[src/rtl/audio_sequencer.sv]
// Song player: walks {song, step} addresses through an external synchronous note ROM
// and holds each note for TICK_DIV clocks, with pause, loop and restart control.
module audio_sequencer #(
  parameter int NOTE_W   = 20,
  parameter int SEL_W    = 3,
  parameter int STEP_W   = 5,
  parameter int SONG_LEN = 32,
  parameter int TICK_DIV = 25000000
) (
  input  logic                     clk,
  input  logic                     rst,
  input  logic                     start,
  input  logic                     stop,
  input  logic                     pause,
  input  logic                     loop,
  input  logic [SEL_W-1:0]         sel,
  output logic [SEL_W+STEP_W-1:0]  rom_addr,
  input  logic [NOTE_W-1:0]        rom_data,
  output logic [NOTE_W-1:0]        note,
  output logic                     note_strobe,
  output logic [STEP_W-1:0]        step,
  output logic                     playing,
  output logic                     done
);

  localparam int TICK_W = $clog2(TICK_DIV);
  localparam logic [NOTE_W-1:0] END_CODE  = '1;
  localparam logic [TICK_W-1:0] TICK_LAST = TICK_W'(TICK_DIV - 1);
  localparam logic [STEP_W-1:0] STEP_LAST = STEP_W'(SONG_LEN - 1);

  typedef enum logic [2:0] {IDLE, FETCH, WAIT, PLAY, PAUSE, DONE} state_t;

  state_t              state, state_n;
  logic [SEL_W-1:0]    song, song_n;
  logic [STEP_W-1:0]   step_n;
  logic [NOTE_W-1:0]   note_n;
  logic [TICK_W-1:0]   tick, tick_n;
  logic                strobe_n;
  logic                song_end;

  always_comb begin
    state_n  = state;
    song_n   = song;
    step_n   = step;
    note_n   = note;
    tick_n   = tick;
    strobe_n = 1'b0;
    song_end = 1'b0;
    if (stop || (start && sel == '0)) begin
      state_n = IDLE;
      step_n  = '0;
      note_n  = '0;
      tick_n  = '0;
    end else if (start) begin
      // Restart keeps the old note sounding until the new one arrives
      state_n = FETCH;
      song_n  = sel;
      step_n  = '0;
      tick_n  = '0;
    end else begin
      case (state)
        FETCH: state_n = WAIT;
        WAIT: begin
          if (rom_data == END_CODE) begin
            song_end = 1'b1;
          end else begin
            note_n   = rom_data;
            tick_n   = '0;
            strobe_n = 1'b1;
            state_n  = PLAY;
          end
        end
        PLAY, PAUSE: begin
          // Only cycles with pause high are frozen; the release edge counts as a tick
          if (pause) begin
            state_n = PAUSE;
          end else begin
            state_n = PLAY;
            if (tick == TICK_LAST) begin
              if (step == STEP_LAST) begin
                song_end = 1'b1;
              end else begin
                step_n  = step + STEP_W'(1);
                tick_n  = '0;
                state_n = FETCH;
              end
            end else begin
              tick_n = tick + TICK_W'(1);
            end
          end
        end
        default: ;
      endcase
      if (song_end) begin
        if (loop) begin
          step_n  = '0;
          state_n = FETCH;
        end else begin
          note_n  = '0;
          state_n = DONE;
        end
      end
    end
  end

  always_ff @(posedge clk) begin
    if (!rst) begin
      state       <= IDLE;
      song        <= '0;
      step        <= '0;
      note        <= '0;
      tick        <= '0;
      note_strobe <= 1'b0;
    end else begin
      state       <= state_n;
      song        <= song_n;
      step        <= step_n;
      note        <= note_n;
      tick        <= tick_n;
      note_strobe <= strobe_n;
    end
  end

  assign rom_addr = {song, step};
  assign playing  = (state == FETCH) || (state == WAIT) || (state == PLAY);
  assign done     = (state == DONE);

endmodule
[config.mk]
export PLATFORM = sky130hd
export DESIGN_NAME = audio_sequencer
export DESIGN_NICKNAME = d
export VERILOG_FILES = /design/src/rtl/audio_sequencer.sv
export SDC_FILE = /design/constraint.sdc
export NUM_CORES = 1
export LEC_CHECK = 0
export ABC_CLOCK_PERIOD_IN_PS = 6000
export CORE_ASPECT_RATIO = 1.1
export CORE_UTILIZATION = 53
export CTS_BUF_LIST = sky130_fd_sc_hd__clkbuf_16
export DETAILED_ROUTE_END_ITERATION = 8
export PLACE_DENSITY = 0.95
export SLEW_MARGIN = 20
export SYNTH_ARGS = -nofsm -noshare
export SYNTH_HDL_FRONTEND = slang
export SYNTH_SLANG_ARGS = --single-unit
[constraint.sdc]
create_clock -name clk -period 6 [get_ports clk]
set_clock_uncertainty 0.1 [all_clocks]
set_input_delay 0.6 -clock clk [delete_from_list [all_inputs] [get_ports clk]]
set_output_delay 0.6 -clock clk [all_outputs]
set_load 0.01 [all_outputs]
# Word level (Yosys, flattened, before mapping)
# Cells that the tools add are included.
[word_totals]
wordCells = 72
inputBits = 29
regBits = 57
output_inout_bits = 36
[op_classes]
eq_ne = 13
addsub = 2
n_reduce_logical = 16
muxes = 31
n_bitwise = 3
[ops]
columns = ["op", "n"]
rows = [
  ["25-bit 2-to-1 mux", 4],
  ["20-bit 2-to-1 mux", 4],
  ["25-bit case mux with 2 select lines", 1],
  ["5-bit 2-to-1 mux", 6],
  ["25-bit by 1-bit adder with 25-bit output (second input constant)", 1],
  ["25-bit == test (second input constant)", 1],
  ["20-bit == test (second input constant)", 1],
  ["3-bit 2-to-1 mux", 4],
  ["3-bit case mux with 3 select lines", 1],
  ["1-bit 2-to-1 mux", 8],
  ["3-bit by 2-bit == test with 1-bit output (second input constant)", 2],
  ["3-bit == test (second input constant)", 2],
  ["2-bit AND reduction", 3],
  ["5-bit by 1-bit adder with 5-bit output (second input constant)", 1],
  ["5-bit == test (second input constant)", 1],
  ["5-bit nonzero test", 1],
  ["2-bit 2-to-1 mux", 2],
  ["2-bit != test (second input constant)", 2],
  ["4-bit by 3-bit != test with 1-bit output (second input constant)", 1],
  ["4-bit AND reduction", 1],
  ["4-bit nonzero test", 1],
  ["2-bit OR reduction", 2],
  ["4-bit OR reduction", 1],
  ["3-bit by 1-bit == test with 1-bit output (second input constant)", 1],
  ["other kinds (9)", 13],
]

# Logic depth before layout (Yosys ltp)
[logic_depth]
word_depth = 9
mapped_depth = 9
ltp_nobuf = 7

# Worst setup path before layout
# No wires, ideal clock.
[synth_path]
path_type = "reg2reg"
startpoint = "register tick[0]"
endpoint = "register note[0]"
period_less_slack_ns = 2.135
path_stages_with_launch = 9
setup_slack_ns = 3.865
setup_ns = 0.117
required_ns = 5.783
t_arrival_ns = 1.918
path_cell_list = "dfxtp_1 ha_1 nand3_1 or3_4 nor4_4 a211o_2 nand3_2 buf_6 a22o_1"
[synth_via]
elab_chain_cells = 7
[synth_rtl]
columns = ["item", "line", "text"]
rows = [
  ["from (decl)", "37", "logic [TICK_W-1:0] tick, tick_n;"],
  ["from (signal assigned)", "119", "tick <= tick_n;"],
  ["25-bit == test", "79", "if (tick == TICK_LAST) begin"],
  ["1-bit 2-to-1 mux", "79", ""],
  ["1-bit 2-to-1 mux", "75", "if (pause) begin"],
  ["1-bit case mux with 2 select lines", "61", "case (state)"],
  ["1-bit 2-to-1 mux", "54", "end else if (start) begin"],
  ["1-bit 2-to-1 mux", "49", "if (stop || (start && sel == '0)) begin"],
  ["20-bit 2-to-1 mux", "94", "if (song_end) begin"],
  ["to (signal assigned)", "118", "note <= note_n;"],
  ["to (decl)", "19", "output logic [NOTE_W-1:0] note,"],
]
# No other way between the ends. The select of a mux whose other input is x is not followed.
# A chain may end at the register's enable or synchronous reset.

# Worst setup path after layout
[layout_path]
startpoint = "input rom_data[9]"
endpoint = "register tick[10]"
[layout_via]
elab_chain_cells = 3
[layout_rtl]
columns = ["item", "line", "text"]
rows = [
  ["from (decl)", "18", "input logic [NOTE_W-1:0] rom_data,"],
  ["20-bit == test", "64", "if (rom_data == END_CODE) begin"],
  ["2-bit != test (no source line)", "--", ""],
  ["4-bit AND reduction (no source line)", "--", ""],
]
# No other way between the ends.

==> impl_metrics.py <==
metrics = {
    "worst_setup_path": {
        "r2r_slack_ps": 3110,
        "path_class": "input pin to flip-flop",
        "critPathMaxStageDelay_ps": 730,
        "worstPathCellList": "clkdlybuf4s50_1, nand4_1, o31ai_1, o211ai_2, nor2_1, o21ai_0, a21oi_1",
        "reg2regPathDepth": 6,
        "crit_fanout": 14,
        "r2r_end": "tick[5]$_SDFFE_PP0P_",
        "worstSetupEndpointType": "flip-flop",
        "rr_startpoint": "state[1]$_SDFFE_PP0P_",
        "critPathLaunchType": "input pin",
        "crit_required_ps": 6130,
        "arrival_ps": 3170,
        "cp_slowest_cell": "nor2_1",
    },
    "drt": {
        "drt-pass1-iter-count": 4,
        "first_iter_violations": 268,
        "finalWirelength_um": 7560,
        "vias_per_cell": 6.39,
        "dr_total_vias": 2685,
        "routedWlPerCell_um": 18.0,
        "ant_nets": 0,
        "remaining_drc_errors": 0,
    },
    "yosys": {
        "synth_top_family_by_area": "simple AND/OR/NAND/NOR gates",
        "syn-num-nets": 333,
        "synthSimpleGateAreaFrac_pct": 24.7,
        "synth_xor_area_share_pct": 2.55,
        "ys_seq_area_share_pct": 41.5,
        "ys_warn_count": 0,
        "synth_area_um2": 2750,
        "synth.avg_cell_area_um2": 9.10,
        "yosys.area.top_type_share_pct": 41.5,
        "ys_async_sr_fraction_pct": 0,
        "syn-instance-count": 302,
        "synthTopCellsByArea": "dfxtp_1 42%, a22o_1 6.4%, nor2_1 3.7%",
        "synthFlopType": "dfxtp_1",
        "synth_fa_ha_area_share_pct": 0.911,
        "synth_seq_cells": 57,
        "synth_compound_area_share_pct": 23.7,
        "yosys-mux-area-fraction_pct": 1.46,
        "synth-edff-count": 0,
        "yosysTopAreaCell": "dfxtp_1",
        "yosys.cell_types.count": 57,
    },
    "floorplanning": {
        "start_util_pct": 55.0,
        "io_pins": 65,
        "die_x_um": 70.7,
        "num_rows": 27,
        "core_um2": 5000,
        "die_height_um": 77.5,
        "dieArea_um2": 5480,
    },
    "grt": {
        "grt_pass1_vias": 2651,
        "grt_max_degree": 22,
        "antenna_found_initial": 0,
        "grt_pass1_wl_um": 12000,
        "grt-ovfl-total": 0,
        "grt_usage_pct": 28.4,
    },
    "worst_hold_path": {
        "holdCritPathClass": "flip-flop to flip-flop",
        "hp-start": "note[18]$_SDFFE_PP0N_",
        "holdPathEnd": "note[18]$_SDFFE_PP0N_",
        "min_path_cells": 1,
    },
    "clocking": {
        "numCtsBuffers": 9,
        "worstSkewPairLatency_ps": 320,
        "post_cts_resized": 0,
        "cts-root-buf": "clkbuf_16",
        "clk_pin_slew_worst_paths_ps": 50,
        "clk_path_buf_depth": 2,
        "cts_sinks": 57,
        "ctsHoldBuffers": 0,
        "htreeDepth": 3,
        "cts_tree": "done",
        "post_cts_buffers": 0,
    },
    "timing": {
        "finalMaxSlewViolations": 0,
        "relSlewSlack_pct": 45.0,
        "tightestPinTransition_ps": 822,
        "timing.final.crit_share_pct": 50.7,
        "layout_min_cycle_time_ps": 3040,
        "fmaxAchievable_mhz": 329,
        "finalSetupViolations": 0,
        "hold_viol": 0,
        "rsz0062_at_grt": "no",
        "setup_tns_ps": 0,
    },
    "finish": {
        "fin_nets": 388,
        "drive_gt1_share_pct": 7.18,
        "diodes": 0,
        "syn_to_final_growth_pct": 31.3,
    },
    "power_and_ir_drop": {
        "cellPowerDensity_nw_per_um2": 240,
        "p_leak_uw": 0.00122,
        "irDropWorstVdd_mv": 0.210,
        "power_uw": 867,
    },
    "placed_design": {
        "io_buffers": 64,
        "dp_hpwl_um": 5040,
        "place_congestion": 0.914,
    },
    "outcome": {
        "status": "finished clean",
    },
    "job": {
        "max-cap-violations": 0,
    },
}
[layout make-up]
| type | instances | area, µm² |
|---|---|---|
| multi-input cells | 220 | 1480 |
| fillers | 322 | 1390 |
| flip-flops and latches | 57 | 1140 |
| repair buffers | 65 | 648 |
| clock buffers | 9 | 225 |
| well taps | 58 | 72.6 |
| clock inverters | 7 | 28.8 |
| inverters | 4 | 15.0 |
[cells by family (layout without fill, tap and decap cells)]
family	count (synthesis)	count (layout)
mux	4	4
buf+inv	25	85
compound gates	88	88
xor+xnor	8	8
flops	57	57
simple gates	118	118
fa+ha+maj	2	2
[Yosys cell counts, types with 2 or more instances]
library cell	count
or3_1	7
buf_2	8
and2_1	2
a211oi_1	3
mux2i_1	4
or2_2	2
inv_1	4
a21oi_1	16
nand4_1	13
a22o_1	20
o211ai_1	2
ha_1	2
clkbuf_1	5
buf_4	6
nand3b_1	3
nor3b_1	2
a31oi_1	4
nand2_1	20
nand2b_1	2
and4_1	7
xor2_1	7
o31ai_1	3
and3_1	4
a311oi_1	2
nor3_1	8
o21a_1	2
nor2_1	27
o2111ai_1	3
a41oi_1	2
nand3_1	6
buf_6	2
nand4b_1	3
o21ai_0	19
nor2b_1	3
dfxtp_1	57
[per-layer routing]
layer / global-route usage [%] / wire length (µm) / up-vias
li1: - / - / 1251
met1: 30.0 / 2930 / 1273
met2: 48.5 / 3830 / 140
met3: 11.0 / 608 / 21
met4: 15.4 / 191 / 0
met5: 0 / 0 / -
[placed cells by master, fill, tap and decap left out, drive strengths merged, types with 8 or more instances in the layout]
master / count
nand4: 13
clkdlybuf4s50: 64
nand2: 20
clkbuf: 9
a21oi: 16
or3: 8
a22o: 20
dfxtp: 57
nor3: 8
o21ai: 20
nor2: 27
[through the flow]
step           hold slack [ps]  std cells  instance area (µm²)  utilization, %  setup WS (ps)
6_report                   378        420                 3610            72.1           2960
3_5_place_dp               358        404                 3350            66.9           2820
2_1_floorplan              353        302                 2750               -           3870
3_3_place_gp               359        404                 3350            66.9           2910
4_1_cts                    378        420                 3600            72.0           3040
5_1_grt                    398        420                 3610            72.1           2790
[where the power goes]
part	leakage, µW	internal (µW)	switching [µW]	total, µW
combinational	0.000631	25.2	24.1	49.3
sequential	0.000459	381	1.82	383
clock	0.000130	269	166	435
total	0.00122	676	192	867
[registers in the layout (all words and copies together) (netlist names)]
signal       cells
note            20
tick            25
state            3
step             5
song             3
note_strobe      1
[critical path: cells and delay by family]
| kind | cells | cell delay (ps) |
|---|---|---|
| and+or+nand+nor | 2 | 880 |
| buffers and inverters | 1 | 500 |
| AOI/OAI and AO/OA | 4 | 1190 |
[worst max-delay path by stage]
stage / startpoint / end / slack (ps) / depth (start not counted)
2_1_floorplan: tick[0]$_SDFFE_PP0P_ / note[0]$_SDFFE_PP0N_ / 3870 / 8
3_3_place_gp: rst / note[1]$_SDFFE_PP0N_ / 2910 / 5
3_5_place_dp: rom_data[18] / tick[14]$_SDFFE_PP0P_ / 2820 / 7
4_1_cts: rom_data[18] / tick[10]$_SDFFE_PP0P_ / 3040 / 7
5_1_grt: rom_data[9] / tick[10]$_SDFFE_PP0P_ / 2790 / 7
6_report: rom_data[9] / tick[10]$_SDFFE_PP0P_ / 2960 / 7
Power figures use the tool's default switching activity.
